`src/rtl/ram8x8_arbiter_if.sv`:
```
// ram8x8_arbiter_if: one requester's valid/ready request channel and its read-response channel
interface ram8x8_arbiter_if;
    logic       valid;
    logic       ready;
    logic       we;
    logic [2:0] addr;
    logic [7:0] wdata;
    logic       rvalid;
    logic [7:0] rdata;
    modport master (output valid, we, addr, wdata, input ready, rvalid, rdata);
    modport slave (input valid, we, addr, wdata, output ready, rvalid, rdata);
endinterface

```
`src/rtl/ram8x8_arbiter.sv`:
```
// ram8x8_arbiter: two-requester 8x8 RAM arbiter with hardware clear; define RAM_ARB_FIXED_PRIO_EN for fixed m0 priority
module ram8x8_arbiter (
    input  logic                   clk,
    input  logic                   rst,
    ram8x8_arbiter_if.slave        m0,
    ram8x8_arbiter_if.slave        m1,
    input  logic                   clr_start,
    output logic                   clr_busy,
    output logic                   clr_done,
    output logic                   ram_wr_enb,
    output logic [2:0]             ram_wr_addr,
    output logic [7:0]             ram_din,
    output logic                   ram_rd_enb,
    output logic [2:0]             ram_rd_addr,
    input  logic [7:0]             ram_dataout
);
    typedef enum logic {SERVE, CLEAR} state_t;
    state_t     state, state_nxt;
    logic [2:0] cnt;
    logic       rd_pend, rd_own, g0, g1, xfer, x_we;
    logic [2:0] x_addr;
    logic [7:0] x_wdata;
`ifndef RAM_ARB_FIXED_PRIO_EN
    logic       ptr;
    // round-robin pointer: set means m1 is favoured because m0 was granted last
    always_ff @(posedge clk)
        if (rst) ptr <= 1'b0;
        else if (g0 | g1) ptr <= g0;
`endif
    // state, clear counter, pending read response and clear-done pulse
    always_ff @(posedge clk) begin
        if (rst) begin
            state    <= SERVE;
            cnt      <= 3'd0;
            rd_pend  <= 1'b0;
            rd_own   <= 1'b0;
            clr_done <= 1'b0;
        end else begin
            state    <= state_nxt;
            cnt      <= (state == CLEAR) ? cnt + 3'd1 : 3'd0;
            rd_pend  <= xfer & ~x_we;
            rd_own   <= g1;
            clr_done <= (state == CLEAR) && (cnt == 3'd7);
        end
    end
    // next state: clear runs exactly eight writes then returns to serving
    always_comb
        state_nxt = (state == SERVE) ? (clr_start ? CLEAR : SERVE) : ((cnt == 3'd7) ? SERVE : CLEAR);
    // grants, RAM port drive and response routing
    always_comb begin
        clr_busy    = (state == CLEAR);
`ifdef RAM_ARB_FIXED_PRIO_EN
        g0          = ~clr_busy & m0.valid;
        g1          = ~clr_busy & m1.valid & ~m0.valid;
`else
        g0          = ~clr_busy & m0.valid & (~m1.valid | ~ptr);
        g1          = ~clr_busy & m1.valid & (~m0.valid | ptr);
`endif
        xfer        = g0 | g1;
        x_we        = g0 ? m0.we : m1.we;
        x_addr      = g0 ? m0.addr : m1.addr;
        x_wdata     = g0 ? m0.wdata : m1.wdata;
        m0.ready    = g0;
        m1.ready    = g1;
        ram_wr_enb  = clr_busy | (xfer & x_we);
        ram_wr_addr = clr_busy ? cnt : ((xfer & x_we) ? x_addr : 3'd0);
        ram_din     = (~clr_busy & xfer & x_we) ? x_wdata : 8'd0;
        ram_rd_enb  = xfer & ~x_we;
        ram_rd_addr = ram_rd_enb ? x_addr : 3'd0;
        m0.rvalid   = rd_pend & ~rd_own & ~rst;
        m1.rvalid   = rd_pend & rd_own & ~rst;
        m0.rdata    = ram_dataout;
        m1.rdata    = ram_dataout;
    end
endmodule

```
`src/flat_wrapper.sv`:
```
// flat-port wrapper written by rule: the top's interface ports become plain ports
module ram8x8_arbiter_flat 
  (clk, rst, clr_start, clr_busy, clr_done, ram_wr_enb, ram_wr_addr, ram_din, ram_rd_enb, ram_rd_addr, ram_dataout, m0_valid, m0_we, m0_addr, m0_wdata, m0_ready, m0_rvalid, m0_rdata, m1_valid, m1_we, m1_addr, m1_wdata, m1_ready, m1_rvalid, m1_rdata);
  ram8x8_arbiter_if m0_i ();
  ram8x8_arbiter_if m1_i ();
  input  logic clk;
  input  logic rst;
  input  logic clr_start;
  output logic clr_busy;
  output logic clr_done;
  output logic ram_wr_enb;
  output logic [2:0] ram_wr_addr;
  output logic [7:0] ram_din;
  output logic ram_rd_enb;
  output logic [2:0] ram_rd_addr;
  input  logic [7:0] ram_dataout;
  input wire logic [$bits(m0_i.valid)-1:0] m0_valid;
  input wire logic [$bits(m0_i.we)-1:0] m0_we;
  input wire logic [$bits(m0_i.addr)-1:0] m0_addr;
  input wire logic [$bits(m0_i.wdata)-1:0] m0_wdata;
  output wire logic [$bits(m0_i.ready)-1:0] m0_ready;
  output wire logic [$bits(m0_i.rvalid)-1:0] m0_rvalid;
  output wire logic [$bits(m0_i.rdata)-1:0] m0_rdata;
  input wire logic [$bits(m1_i.valid)-1:0] m1_valid;
  input wire logic [$bits(m1_i.we)-1:0] m1_we;
  input wire logic [$bits(m1_i.addr)-1:0] m1_addr;
  input wire logic [$bits(m1_i.wdata)-1:0] m1_wdata;
  output wire logic [$bits(m1_i.ready)-1:0] m1_ready;
  output wire logic [$bits(m1_i.rvalid)-1:0] m1_rvalid;
  output wire logic [$bits(m1_i.rdata)-1:0] m1_rdata;
  assign m0_i.valid = m0_valid;
  assign m0_i.we = m0_we;
  assign m0_i.addr = m0_addr;
  assign m0_i.wdata = m0_wdata;
  assign m0_ready = m0_i.ready;
  assign m0_rvalid = m0_i.rvalid;
  assign m0_rdata = m0_i.rdata;
  assign m1_i.valid = m1_valid;
  assign m1_i.we = m1_we;
  assign m1_i.addr = m1_addr;
  assign m1_i.wdata = m1_wdata;
  assign m1_ready = m1_i.ready;
  assign m1_rvalid = m1_i.rvalid;
  assign m1_rdata = m1_i.rdata;
  ram8x8_arbiter u_core (.clk(clk), .rst(rst), .m0(m0_i), .m1(m1_i), .clr_start(clr_start), .clr_busy(clr_busy), .clr_done(clr_done), .ram_wr_enb(ram_wr_enb), .ram_wr_addr(ram_wr_addr), .ram_din(ram_din), .ram_rd_enb(ram_rd_enb), .ram_rd_addr(ram_rd_addr), .ram_dataout(ram_dataout));
endmodule
```
`config.mk`:
```
export PLATFORM = sky130hd
export DESIGN_NAME = ram8x8_arbiter_flat
export DESIGN_NICKNAME = d
export VERILOG_FILES = /design/src/rtl/ram8x8_arbiter_if.sv /design/src/rtl/ram8x8_arbiter.sv /design/src/flat_wrapper.sv
export SDC_FILE = /design/constraint.sdc
export NUM_CORES = 1
export LEC_CHECK = 0
export CAP_MARGIN = 40
export CORE_MARGIN = 2
export CORE_UTILIZATION = 35
export CTS_CLUSTER_SIZE = 25
export DETAILED_ROUTE_END_ITERATION = 8
export DONT_BUFFER_PORTS = 1
export PLACE_DENSITY = 0.6
export SYNTH_ARGS = -nofsm -noshare
export SYNTH_HDL_FRONTEND = slang
export SYNTH_SLANG_ARGS = --single-unit
```
`constraint.sdc`:
```
create_clock -name clk -period 2.4 [get_ports clk]
set_clock_uncertainty 0.1 [all_clocks]
set_input_delay 0.24 -clock clk [delete_from_list [all_inputs] [get_ports clk]]
set_output_delay 0.24 -clock clk [all_outputs]
set_load 0.03 [all_outputs]
```
; ---- After elaboration in Yosys (flattened, before gate mapping)
; Index checks and enable logic that the tools add are counted.
[word_totals]
ff_bits = 8
inputBits = 37
output_inout_bits = 38
word_cells = 43
[classes]
n_addsub = 1
n_eq_ne = 1
n_mux = 10
bitwise_logic = 23
reduce_logical = 2
[op_table]
columns = cell, count
row1 = two-way mux 8 bit, 2
row2 = AND 1 bit, 12
row3 = two-way mux 3 bit, 4
row4 = inverter 1 bit, 7
row5 = two-way mux 1 bit, 4
row6 = OR 1 bit, 4
row7 = "adder 3 x 1 -> 3 bit, second input constant", 1
row8 = "== test 3 bit, second input constant", 1
row9 = OR reduction 2 bit, 1
row10 = logical AND 1 bit, 1

; ---- Longest topological paths before layout
; Gate-level depths: netlist of run 1.
[depth]
ltp_word = 7
mapped_depth = 5
ltp_nobuf = 5

; ---- Worst setup path after synthesis of run 1
; OpenSTA, ideal clock, no wires.
[synth_path]
kind = flip-flop to output port
from = reg u_core.state, in the netlist u_core.clr_busy
to = out ram_wr_addr[2]
t_arrival_ns = 1.471
t_required_ns = 2.060
slack_ns = 0.589
path_stages_with_launch = 5
n_path_buf = 1
cell_sequence = dfxtp_1 -> nor2_8 -> buf_12 -> mux2i_1 -> o21ai_1
[synth_via]
elab_chain_len = 7
word_cells_on_any_way = 11
cone_classes = 4 x mux / 7 x bitwise
[synth_lines]
columns = item, line
row1 = from (decl), ram8x8_arbiter.sv:18  ; state_t state, state_nxt;
row2 = from (signal assigned), ram8x8_arbiter.sv:39  ; state <= state_nxt;
row3 = inverter 1 bit (*), -
row4 = AND 1 bit (*) (2 in a row), ram8x8_arbiter.sv:56  ; g0 = ~clr_busy & m0.valid & (~m1.valid | ~ptr);
row5 = via m0_ready, flat_wrapper.sv:21  ; output wire logic [$bits(m0_i.ready)-1:0] m0_ready;
row6 = OR 1 bit or two-way mux 1 bit (tied branches), "ram8x8_arbiter.sv:59, ram8x8_arbiter.sv:60"
row7 = AND 1 bit, ram8x8_arbiter.sv:66  ; ram_wr_addr = clr_busy ? cnt : ((xfer & x_we) ? x_addr : 3'd0);
row8 = two-way mux 3 bit (*) (2 in a row), ram8x8_arbiter.sv:66
row9 = to (decl), flat_wrapper.sv:12  ; output logic [2:0] ram_wr_addr;
; Mark *: on every way through the listed nets, which the timed path passes. The rest lies on a longest branch.

; ---- Worst setup path in the final report of run 1
[layout_path]
from = reg u_core.state, in the netlist u_core.clr_busy
to = out ram_wr_addr[1]
[layout_via]
elab_chain_len = 7
word_cells_on_any_way = 11
cone_classes = 4 x mux / 7 x bitwise
[layout_lines]
columns = item, line
row1 = inverter 1 bit, -
row2 = AND 1 bit (on tied branches) (2 in a row), "ram8x8_arbiter.sv:56, ram8x8_arbiter.sv:57"
row3 = OR 1 bit or two-way mux 1 bit (tied branches), "ram8x8_arbiter.sv:59, ram8x8_arbiter.sv:60"
row4 = AND 1 bit, ram8x8_arbiter.sv:66
row5 = two-way mux 3 bit, ram8x8_arbiter.sv:66
row6 = two-way mux 3 bit (*), ram8x8_arbiter.sv:66
; Mark *: on every way between the ends. The rest lies on a longest branch, timed or not.

==> results of run 1 <==
through the flow:
step | util, % | instances | power (mW) | setup slack (ps) | hold slack [ps]
floorplan | - | 86 | 0.309 | 589 | 212
global placement | 36.9 | 110 | 0.286 | 650 | 213
detailed placement | 36.9 | 110 | 0.288 | 608 | 215
CTS | 38.6 | 114 | 0.390 | 333 | 38.1
global route | 38.6 | 114 | 0.405 | 209 | 36.7
finish | 38.6 | 114 | 0.385 | 344 | 41.8
cells in the mapped netlist:
| library cell | n |
|---|---|
| mux2i_1 | 12 |
| nand3b_1 | 1 |
| a21bo_4 | 1 |
| nand2_1 | 5 |
| ha_1 | 2 |
| buf_12 | 1 |
| o22ai_1 | 1 |
| nand2b_1 | 2 |
| nand3_1 | 2 |
| nor2b_1 | 3 |
| and2_1 | 3 |
| dfxtp_1 | 8 |
| buf_2 | 2 |
| buf_4 | 16 |
| nor2_1 | 15 |
| nor3_1 | 1 |
| nor3b_1 | 1 |
| a21o_1 | 2 |
| inv_1 | 2 |
| or2_0 | 1 |
| nor2_8 | 1 |
| and3b_1 | 1 |
| o21ai_1 | 3 |
area by class of cell:
class / count / area [um^2]
Multi-Input combinational cell: 57 / 388
Timing Repair Buffer: 17 / 130
Inverter: 2 / 7.51
Sequential cell: 8 / 160
Tap cell: 27 / 33.8
Fill cell: 211 / 1180
Clock buffer: 3 / 22.5
flip-flops by register name (all words and copies together) (netlist names):
register,cells
u_core.ptr,1
u_core.rd_pend,1
u_core.clr_done,1
u_core.rd_own,1
u_core.cnt,3
u_core.clr_busy,1
placed cells by master, fill, tap and decap left out, drive strengths merged:
master       count
dfxtp            8
nand3b           1
ha               2
or2              1
o22ai            1
inv              2
nor2            16
and3b            1
a21bo            1
and2             3
mux2i           12
clkbuf           3
o21ai            3
nand2            5
a21o             2
nor2b            3
nor3             1
nand2b           2
nor3b            1
nand3            2
buf             16
dlygate4sd3      1
report_power, final:
group,leakage [nW],total [mW],internal (mW),switching (mW)
logic,0.275,0.141,0.0518,0.0892
clock network,0.0138,0.0984,0.0569,0.0415
registers,0.0655,0.146,0.139,0.00717
total,0.354,0.385,0.248,0.138
cell families after synthesis:
family	count (synthesis)	share of synthesized area, %
AND/OR/NAND/NOR	36	27.0
flip-flops	8	22.7
multiplexers	12	17.0
adder cells (fa/ha/maj)	2	3.55
AO/OA/AOI/OAI	7	7.45
buffers and inverters	21	22.3
worst max-delay path by stage:
| stage | start | endpoint | slack, ps | cells after the start |
|---|---|---|---|---|
| floorplan | u_core.clr_busy | ram_wr_addr[2] | 590 | 4 |
| global placement | u_core.clr_busy | ram_wr_addr[0] | 650 | 4 |
| detailed placement | u_core.clr_busy | ram_wr_addr[1] | 610 | 4 |
| CTS | u_core.clr_busy | ram_wr_addr[1] | 330 | 4 |
| global route | u_core.clr_busy | ram_wr_addr[0] | 210 | 4 |
| finish | u_core.clr_busy | ram_wr_addr[1] | 340 | 4 |
layer usage:
metal | wire length, um | track usage [%]
met4 | 41 | 11.4
met1 | 542 | 12.2
met2 | 742 | 18.3
met5 | 0 | 0
met3 | 102 | 2.76
what timing repair did:
action,4_1_cts,5_1_grt
setup buffers,0,0
hold buffers,1,0
endpoints found under the hold margin,4,0
setup endpoints to repair,0,0
==> results.ini, run 1 <==
[clock_network]
tritoncts=built
clock_latency_ps=250
cts_made_buffers=3
clockBufferDepth=2
clkSinkCount=8
cts.repair.resized=0
clkTransAtPathRegs_ps=50
htree_levels=1
cts-root-buf=clkbuf_4

[setup_path]
path_class=reg -> out
reg2reg_depth=3
rr_endpoint=u_core.rd_pend
r2r-start=u_core.clr_busy
required_ps=2060
crit_chain=buf_4 -> a21o_1 -> o21ai_1 -> buf_4
path_max_fanout=12
crit_buf_inv=2
regToRegSetupSlack_ps=1060
startpoint_type=flop
cpPeakStageDelay_ps=570
crit_family=flip-flops
cpMostUsedCell=buf_4
crit_path_end_kind=primary output
cp.arrival_ps=1720
crit_slowest_cell=dfxtp_1

[floorplan]
core_area_um2=1920
die_y_um=48.9
core.rowCount=16
initial_core_util_pct=36.7
pin_count=75
die_area_um2=2390
die_w_um=48.9

[synth]
synth_warnings=0
ys_seq_elements=8
synth.largest_area_cell=dfxtp_1
syn_avg_cell_area_um2=8.21
synth_cells=86
seq_area_frac_synth_pct=22.7
synth_top_area_share_pct=22.7
syn_area_um2=706
syn-num-nets=125
synth_cell_type_count=23
synthTopCellsByArea=dfxtp_1 (23%), mux2i_1 (17%), buf_4 (17%)

[timing]
final.setup.tns_ps=0
hold_viol=0
fin_crit_sh_pct=85.7
fmax_mhz=486
maxSlewHeadroom_pct=61.3
rsz0062_at_grt=false
finalSetupViolations=0
tightest_slew_ps=579
slew_viol_final=0
period_minus_slack_ps=2060

[grt]
antenna_found_initial=0
grt_start_max_net_pins=13
first_global_vias=495
grt_pass1_wl_mm=2.10
overflow=0
grt_usage_pct=11.5

[power]
p_leak_nw=0.354
vdd_drop_max_mv=0.154
power_density_nw_per_um2=519

[drt]
vias=540
post-route-drc-count=0
avgRoutedWirePerCell_um=12.5
avgViaCountPerCell=4.74
ant_nets=0
first_pass_iters=3
drtIter0Drc=4
wirelength_mm=1.43

[job]
cap_violations=0

[placement]
portBuffers=0
postPlaceCellArea_um2=709
routabilityCongestion=0.650
dp_hpwl_mm=1.16

[layout]
final_nets=128
drive_gt1_share_pct=24.1
antennaDiodeCount=0
fin_area_um2=742
syn_to_final_growth_pct=5.14

[min_path]
whs_path_depth=2
hold_end=u_core.clr_busy
worstHoldStart=clr_start
hp-class=in -> reg

[run_status]
status=finished clean

(Power assumes the default switching activity.)
==> run 2: changes to the inputs <==
--- a/config.mk
+++ b/config.mk
@@ -8,6 +8,7 @@
 export CAP_MARGIN = 40
 export CORE_MARGIN = 2
 export CORE_UTILIZATION = 35
+export CTS_BUF_LIST = sky130_fd_sc_hd__clkbuf_8
 export CTS_CLUSTER_SIZE = 25
 export DETAILED_ROUTE_END_ITERATION = 8
 export DONT_BUFFER_PORTS = 1
==> run 2 against run 1 <==
Compared with the run above: clock power is 58% higher; flip-flop and latch count unchanged; first-iteration DRC count did not move; register-to-register slack about the same; core utilization grew 0.98 points; critical endpoint unchanged; largest cell class unchanged.
==> results.ini, run 2 (synthesized netlist as in run 1, its figures left out) <==
[timing]
tightest_slew_ps=578  ; -0.620 ps
final.setup.tns_ps=0  ; unchanged
finalSetupViolations=0  ; unchanged
slew_viol_final=0  ; unchanged
hold_viol=0  ; unchanged
period_minus_slack_ps=2030  ; -24.1 ps
rsz0062_at_grt=false
setup_ws_ps=368  ; +24.1 ps
maxSlewHeadroom_pct=61.3  ; about the same
fmax_mhz=492  ; +1.2%
fin_crit_sh_pct=84.7  ; -1.0 points

[setup_path]
cp.arrival_ps=1690  ; -30 ps
r2r-start=u_core.clr_busy
startpoint_type=flop
path_max_fanout=12  ; unchanged
rr_endpoint=u_core.rd_pend
path_class=reg -> out
required_ps=2060  ; about the same
reg2reg_depth=3  ; unchanged
regToRegSetupSlack_ps=1060  ; about the same
crit_path_end_kind=primary output

[clock_network]
clkTransAtPathRegs_ps=40  ; about the same
cts.repair_timing.setup_buffer_count=0  ; unchanged
cts.repair.resized=0  ; unchanged
postCtsHoldBufs=1  ; unchanged
htree_levels=1  ; unchanged
clock_latency_ps=220  ; -30 ps
cts_made_buffers=3  ; unchanged
tritoncts=built
cts-root-buf=clkbuf_8
clkSinkCount=8  ; unchanged
clockBufferDepth=2  ; unchanged

[min_path]
whs_path_depth=2  ; unchanged
worstHoldStart=clr_start
hold_end=u_core.clr_busy
hp-class=in -> reg

[power]
switching_share_pct=32.4  ; -3.4 points
power_frac_seq_pct=33.1  ; -4.8 points
vdd_drop_max_mv=0.189  ; +22%
p_sw_uw=143  ; +4.1%
clock_power_share_pct=35.0  ; +9.5 points
p_leak_nw=0.362  ; +2.2%
p_int_uw=299  ; +21%
power_density_nw_per_um2=582  ; +12%
power_frac_comb_pct=31.9  ; -4.7 points

[drt]
post-route-drc-count=0  ; unchanged
avgRoutedWirePerCell_um=12.7  ; +1.3%
wirelength_mm=1.45  ; +1.3%
drtIter0Drc=4  ; unchanged
avgViaCountPerCell=4.80  ; +1.3%
ant_nets=0  ; unchanged
vias=547  ; +1.3%
first_pass_iters=2  ; -1

[grt]
overflow=0  ; unchanged
grt_usage_pct=11.8  ; +0.32 points
first_global_vias=501  ; +1.2%
grt_start_max_net_pins=13  ; unchanged
grt_pass1_wl_mm=2.14  ; +1.7%
antenna_found_initial=0  ; unchanged

[layout]
mostFrequentLayoutCell=buf_4
fin_util_pct=39.6  ; +0.98 points
syn_to_final_growth_pct=7.80
mostFrequentLayoutCells=buf_4 (16), nor2_1 (15), mux2i_1 (12)
fin_cells=114  ; unchanged
num-fill-cells=207  ; -1.9%
antennaDiodeCount=0  ; unchanged
largest_register_ffs=3  ; unchanged
top_register=u_core.cnt
final_nets=128  ; unchanged
drive_gt1_share_pct=24.1  ; unchanged
fin_area_um2=761  ; +2.5%

[placement]
portBuffers=0  ; unchanged
dp.cells=110  ; unchanged
dp_slack_ps=608  ; unchanged
routabilityCongestion=0.650  ; unchanged
dp_hpwl_mm=1.16  ; unchanged
postPlaceCellArea_um2=709  ; unchanged

[job]
cap_violations=0  ; unchanged

[floorplan]
pin_count=75  ; unchanged
die_w_um=48.9  ; unchanged
initial_core_util_pct=36.7  ; unchanged
core.rowCount=16  ; unchanged
die_area_um2=2390  ; unchanged
core_area_um2=1920  ; unchanged
die_y_um=48.9  ; unchanged

[run_status]
status=finished clean

## run 2: worst max path at each step
| stage | slack, ps | cells past startpoint | end | start |
|---|---|---|---|---|
| after floorplan | 590 | 4 | ram_wr_addr[2] | u_core.clr_busy |
| after global placement | 650 | 4 | ram_wr_addr[0] | u_core.clr_busy |
| after detailed placement | 610 | 4 | ram_wr_addr[1] | u_core.clr_busy |
| after CTS | 370 | 4 | ram_wr_addr[1] | u_core.clr_busy |
| after global routing | 240 | 4 | ram_wr_addr[0] | u_core.clr_busy |
| final | 370 | 4 | ram_wr_addr[1] | u_core.clr_busy |
## run 2: stage by stage
stage	hold slack (ps)	power (mW)
2_1_floorplan	212	0.309
3_3_place_gp	213	0.286
3_5_place_dp	215	0.288
4_1_cts	65.9	0.447
5_1_grt	63.2	0.465
6_report	65.7	0.443
## run 2: area by class of cell
class                      instances  area [um^2]  share of cell area, %
tap                               27         33.8                   4.44
timing repair buffer              17          130                   17.1
multi-input combinational         57          388                   51.0
clock buffer                       3         41.3                   5.43
sequential                         8          160                   21.1
inverter                           2         7.51                  0.987
## run 2: critical path, cell delays in order (launching register included)
cell and delay (ps):
dfxtp_1 570, buf_4 270, a21o_1 320, o21ai_1 130
buf_4 180
## run 2: power by group through the flow
| stage | Sequential [mW] | Clock (mW) | Combinational, mW |
|---|---|---|---|
| floorplan | 0.149 | 0 | 0.161 |
| global placement | 0.148 | 0 | 0.138 |
| detailed placement | 0.149 | 0 | 0.140 |
| CTS | 0.146 | 0.159 | 0.142 |
| global route | 0.147 | 0.168 | 0.150 |
| finish | 0.147 | 0.155 | 0.141 |
## run 2: per-layer routing
| metal | vias to the layer above | global-route usage [%] | wire (um) |
|---|---|---|---|
| li1 | 270 | - | - |
| met1 | 254 | 12.2 | 550 |
| met2 | 15 | 18.7 | 747 |
| met3 | 8 | 3.68 | 104 |
| met4 | 0 | 11.4 | 44 |
| met5 | - | 0 | 0 |
==> run 3: changes to the inputs <==
--- a/config.mk
+++ b/config.mk
@@ -5,6 +5,7 @@
 export SDC_FILE = /design/constraint.sdc
 export NUM_CORES = 1
 export LEC_CHECK = 0
+export ABC_AREA = 1
 export CAP_MARGIN = 40
 export CORE_MARGIN = 2
 export CORE_UTILIZATION = 35
==> constraint.sdc (replaced) <==
create_clock -name clk -period 1.95 [get_ports clk]
set_clock_uncertainty 0.1 [all_clocks]
set_input_delay 0.195 -clock clk [delete_from_list [all_inputs] [get_ports clk]]
set_output_delay 0.195 -clock clk [all_outputs]
set_load 0.03 [all_outputs]
==> run 3 against run 2 <==
Compared with the run above: non-clock buffer count rose by 1; global-route usage increased by 0.79 points; final area rose by 11%; core utilization is 2.1 points higher; first-iteration DRC count grew 50%; worst hold slack worse by 0.56 ps; total power increased by 32%; critical path depth rose by 2; worst setup slack lost 230 ps; sequential share of layout area decreased by 2.1 points.
==> results.ini, run 3 <==
[setup_path]
reg2reg_depth=5  ; +2
path_max_fanout=12  ; unchanged
required_ps=1650  ; -410 ps
startpoint_type=flop
rr_endpoint=u_core.rd_pend
cp.arrival_ps=1520  ; -170 ps
cpPeakStageDelay_ps=320  ; -250 ps
crit_chain=nand2_1 -> nand3_4 -> nand2_4 -> nand3_2 -> a21oi_1 -> buf_4
path_depth=6  ; +2
crit_slowest_cell=dfxtp_1
crit_path_end_kind=primary output
regToRegSetupSlack_ps=720  ; -340 ps
path_class=reg -> out
crit_buf_inv=1  ; -1
r2r-start=u_core.ptr
crit_family=simple AND/OR/NAND/NOR gates

[synth]
synth.largest_area_cell=dfxtp_1
ys_top_cells_by_count=nand2_1 (41), nor2_1 (17), buf_4 (16), inv_1 (11), dfxtp_1 (8)
synthTopCellsByArea=dfxtp_1 (21%), nand2_1 (20%), buf_4 (16%)
seq_area_frac_synth_pct=20.9  ; -1.8 points
syn_avg_cell_area_um2=6.29  ; -23%
synth_top_area_share_pct=20.9  ; -1.8 points
synth_cell_type_count=21  ; -8.7%
async_reset_ff_share_pct=0  ; unchanged
synth_cells=122  ; +42%
yosysMostFrequentCell=nand2_1
synth_edf_count=0  ; unchanged
synth_warnings=0  ; unchanged
synth_ff_type=dfxtp_1
syn_area_um2=767  ; +8.7%
ys_seq_elements=8  ; unchanged
syn-num-nets=161  ; +29%

[layout]
drive_gt1_share_pct=24.8  ; +0.66 points
mostFrequentLayoutCells=nand2_1 (41), nor2_1 (17), buf_4 (17)
antennaDiodeCount=0  ; unchanged
num-fill-cells=231  ; +12%
syn_to_final_growth_pct=9.95
mostFrequentLayoutCell=nand2_1
final_nets=166  ; +30%
top_register=u_core.cnt
ff_latch_area_um2=160  ; unchanged
multi_input_area_um2=413  ; +6.5%
largest_register_ffs=3  ; unchanged

[drt]
avgViaCountPerCell=4.71  ; -1.8%
wirelength_mm=1.67  ; +16%
drtIter0Drc=6  ; +2
post-route-drc-count=0  ; unchanged
vias=716  ; +31%
first_pass_iters=4  ; +2
ant_nets=0  ; unchanged
avgRoutedWirePerCell_um=11.0  ; -13%

[min_path]
hp-class=in -> reg
whs_path_depth=2  ; unchanged
hold_end=u_core.cnt[2]
worstHoldStart=rst

[clock_network]
cts_made_buffers=3  ; unchanged
cts-root-buf=clkbuf_8
clockBufferDepth=2  ; unchanged
clkSinkCount=8  ; unchanged
tritoncts=built
clkTransAtPathRegs_ps=40  ; about the same
clock_latency_ps=220  ; about the same
htree_levels=1  ; unchanged

[grt]
grt_pass1_wl_mm=2.53  ; +18%
antenna_found_initial=0  ; unchanged
grt_usage_pct=12.6  ; +0.79 points
grt_start_max_net_pins=15  ; +2
overflow=0  ; unchanged
first_global_vias=654  ; +31%

[timing]
final.setup.tns_ps=0  ; unchanged
period_minus_slack_ps=1810
maxSlewHeadroom_pct=63.5  ; +2.2 points
fmax_mhz=551
tightest_slew_ps=545  ; -33.2 ps
hold_viol=0  ; unchanged
rsz0062_at_grt=false
finalSetupViolations=0  ; unchanged
slew_viol_final=0  ; unchanged
fin_crit_sh_pct=93.0
setup_ws_ps=136  ; -232 ps

[floorplan]
initial_core_util_pct=37.9  ; +1.2 points
die_w_um=50.8  ; +3.9%
core_area_um2=2020  ; +5.2%
core.rowCount=16  ; unchanged
pin_count=75  ; unchanged
die_area_um2=2580  ; +8.0%
die_y_um=50.8  ; +3.9%

[placement]
dp_slack_ps=340  ; -267 ps
routabilityCongestion=0.733  ; +13%
portBuffers=0  ; unchanged
dp_hpwl_mm=1.40  ; +20%

[run_status]
status=finished clean

[power]
p_leak_nw=0.470  ; +30%
power_density_nw_per_um2=691  ; +19%
vdd_drop_max_mv=0.442  ; +130%

[job]
cap_violations=0  ; unchanged

[run 3: cell count changes after synthesis, moves of 3 or more]
cell     before  now
a21oi_1       0    4
and2_1        3    0
inv_1         2   11
mux2i_1      12    0
nand2_1       5   41
nand2_4       0    3
nand4_1       0    4
nor2b_1       3    0
o21ai_1       3    0
[run 3: layout make-up]
| type | count | share of cell area, % |
|---|---|---|
| Inverter | 14 | 6.82 |
| Tap cell | 27 | 4.01 |
| Sequential cell | 8 | 19.0 |
| Timing Repair Buffer | 18 | 16.3 |
| Multi-Input combinational cell | 82 | 49.0 |
| Clock buffer | 3 | 4.90 |
[run 3: metrics by stage]
step                      utilization, %  hold WS (ps)  area [um^2]  cells  power (mW)
after floorplan                        -           263          767    122       0.405
after global placement              38.3           168          774    146       0.385
after detailed placement            38.3           170          774    146       0.389
after CTS                           40.8          66.4          826    150       0.584
after global routing                41.7          72.0          843    152       0.622
final                               41.7          65.1          843    152       0.583
[run 3: power breakdown]
part | switching, mW | internal, mW | total, mW
logic | 0.146 | 0.0684 | 0.215
clock network | 0.0575 | 0.133 | 0.190
registers | 0.00593 | 0.172 | 0.178
[run 3: logic make-up after synthesis]
kind of cell | after synthesis | share of synthesized area [%]
AOI/OAI and AO/OA | 5 | 4.73
buffers and inverters | 32 | 25.3
DFF | 8 | 20.9
and+or+nand+nor | 75 | 45.8
adders and majority gates | 2 | 3.26
[run 3: metal layers]
layer | vias up | track usage (%) | routed length (um)
met5 | - | 0 | 0
met4 | 0 | 4.05 | 30
met3 | 10 | 3.80 | 168
met2 | 35 | 24.8 | 903
met1 | 306 | 12.4 | 572
li1 | 365 | - | -
[run 3: how the worst max path moves through the flow]
stage	startpoint	endpoint
CTS	u_core.ptr	ram_rd_addr[2]
global placement	u_core.ptr	ram_rd_addr[0]
floorplan	u_core.clr_busy	ram_rd_addr[0]
global route	u_core.ptr	ram_din[5]
finish	u_core.ptr	ram_rd_addr[2]
detailed placement	u_core.ptr	ram_rd_addr[2]
[run 3: worst register-to-register path, stage by stage, from the launching register on]
cell	delay (ps)
dfxtp_1	320
nand2_1	180
nand3_4	210
nand2_4	130
nand3_2	120
nor2_1	110
[run 3: timing repair]
item                       CTS  global route
setup buffers                0             2
hold endpoints to repair     5             0
gates resized for setup      0             1
setup endpoints to repair    0             4
hold buffers                 1             0
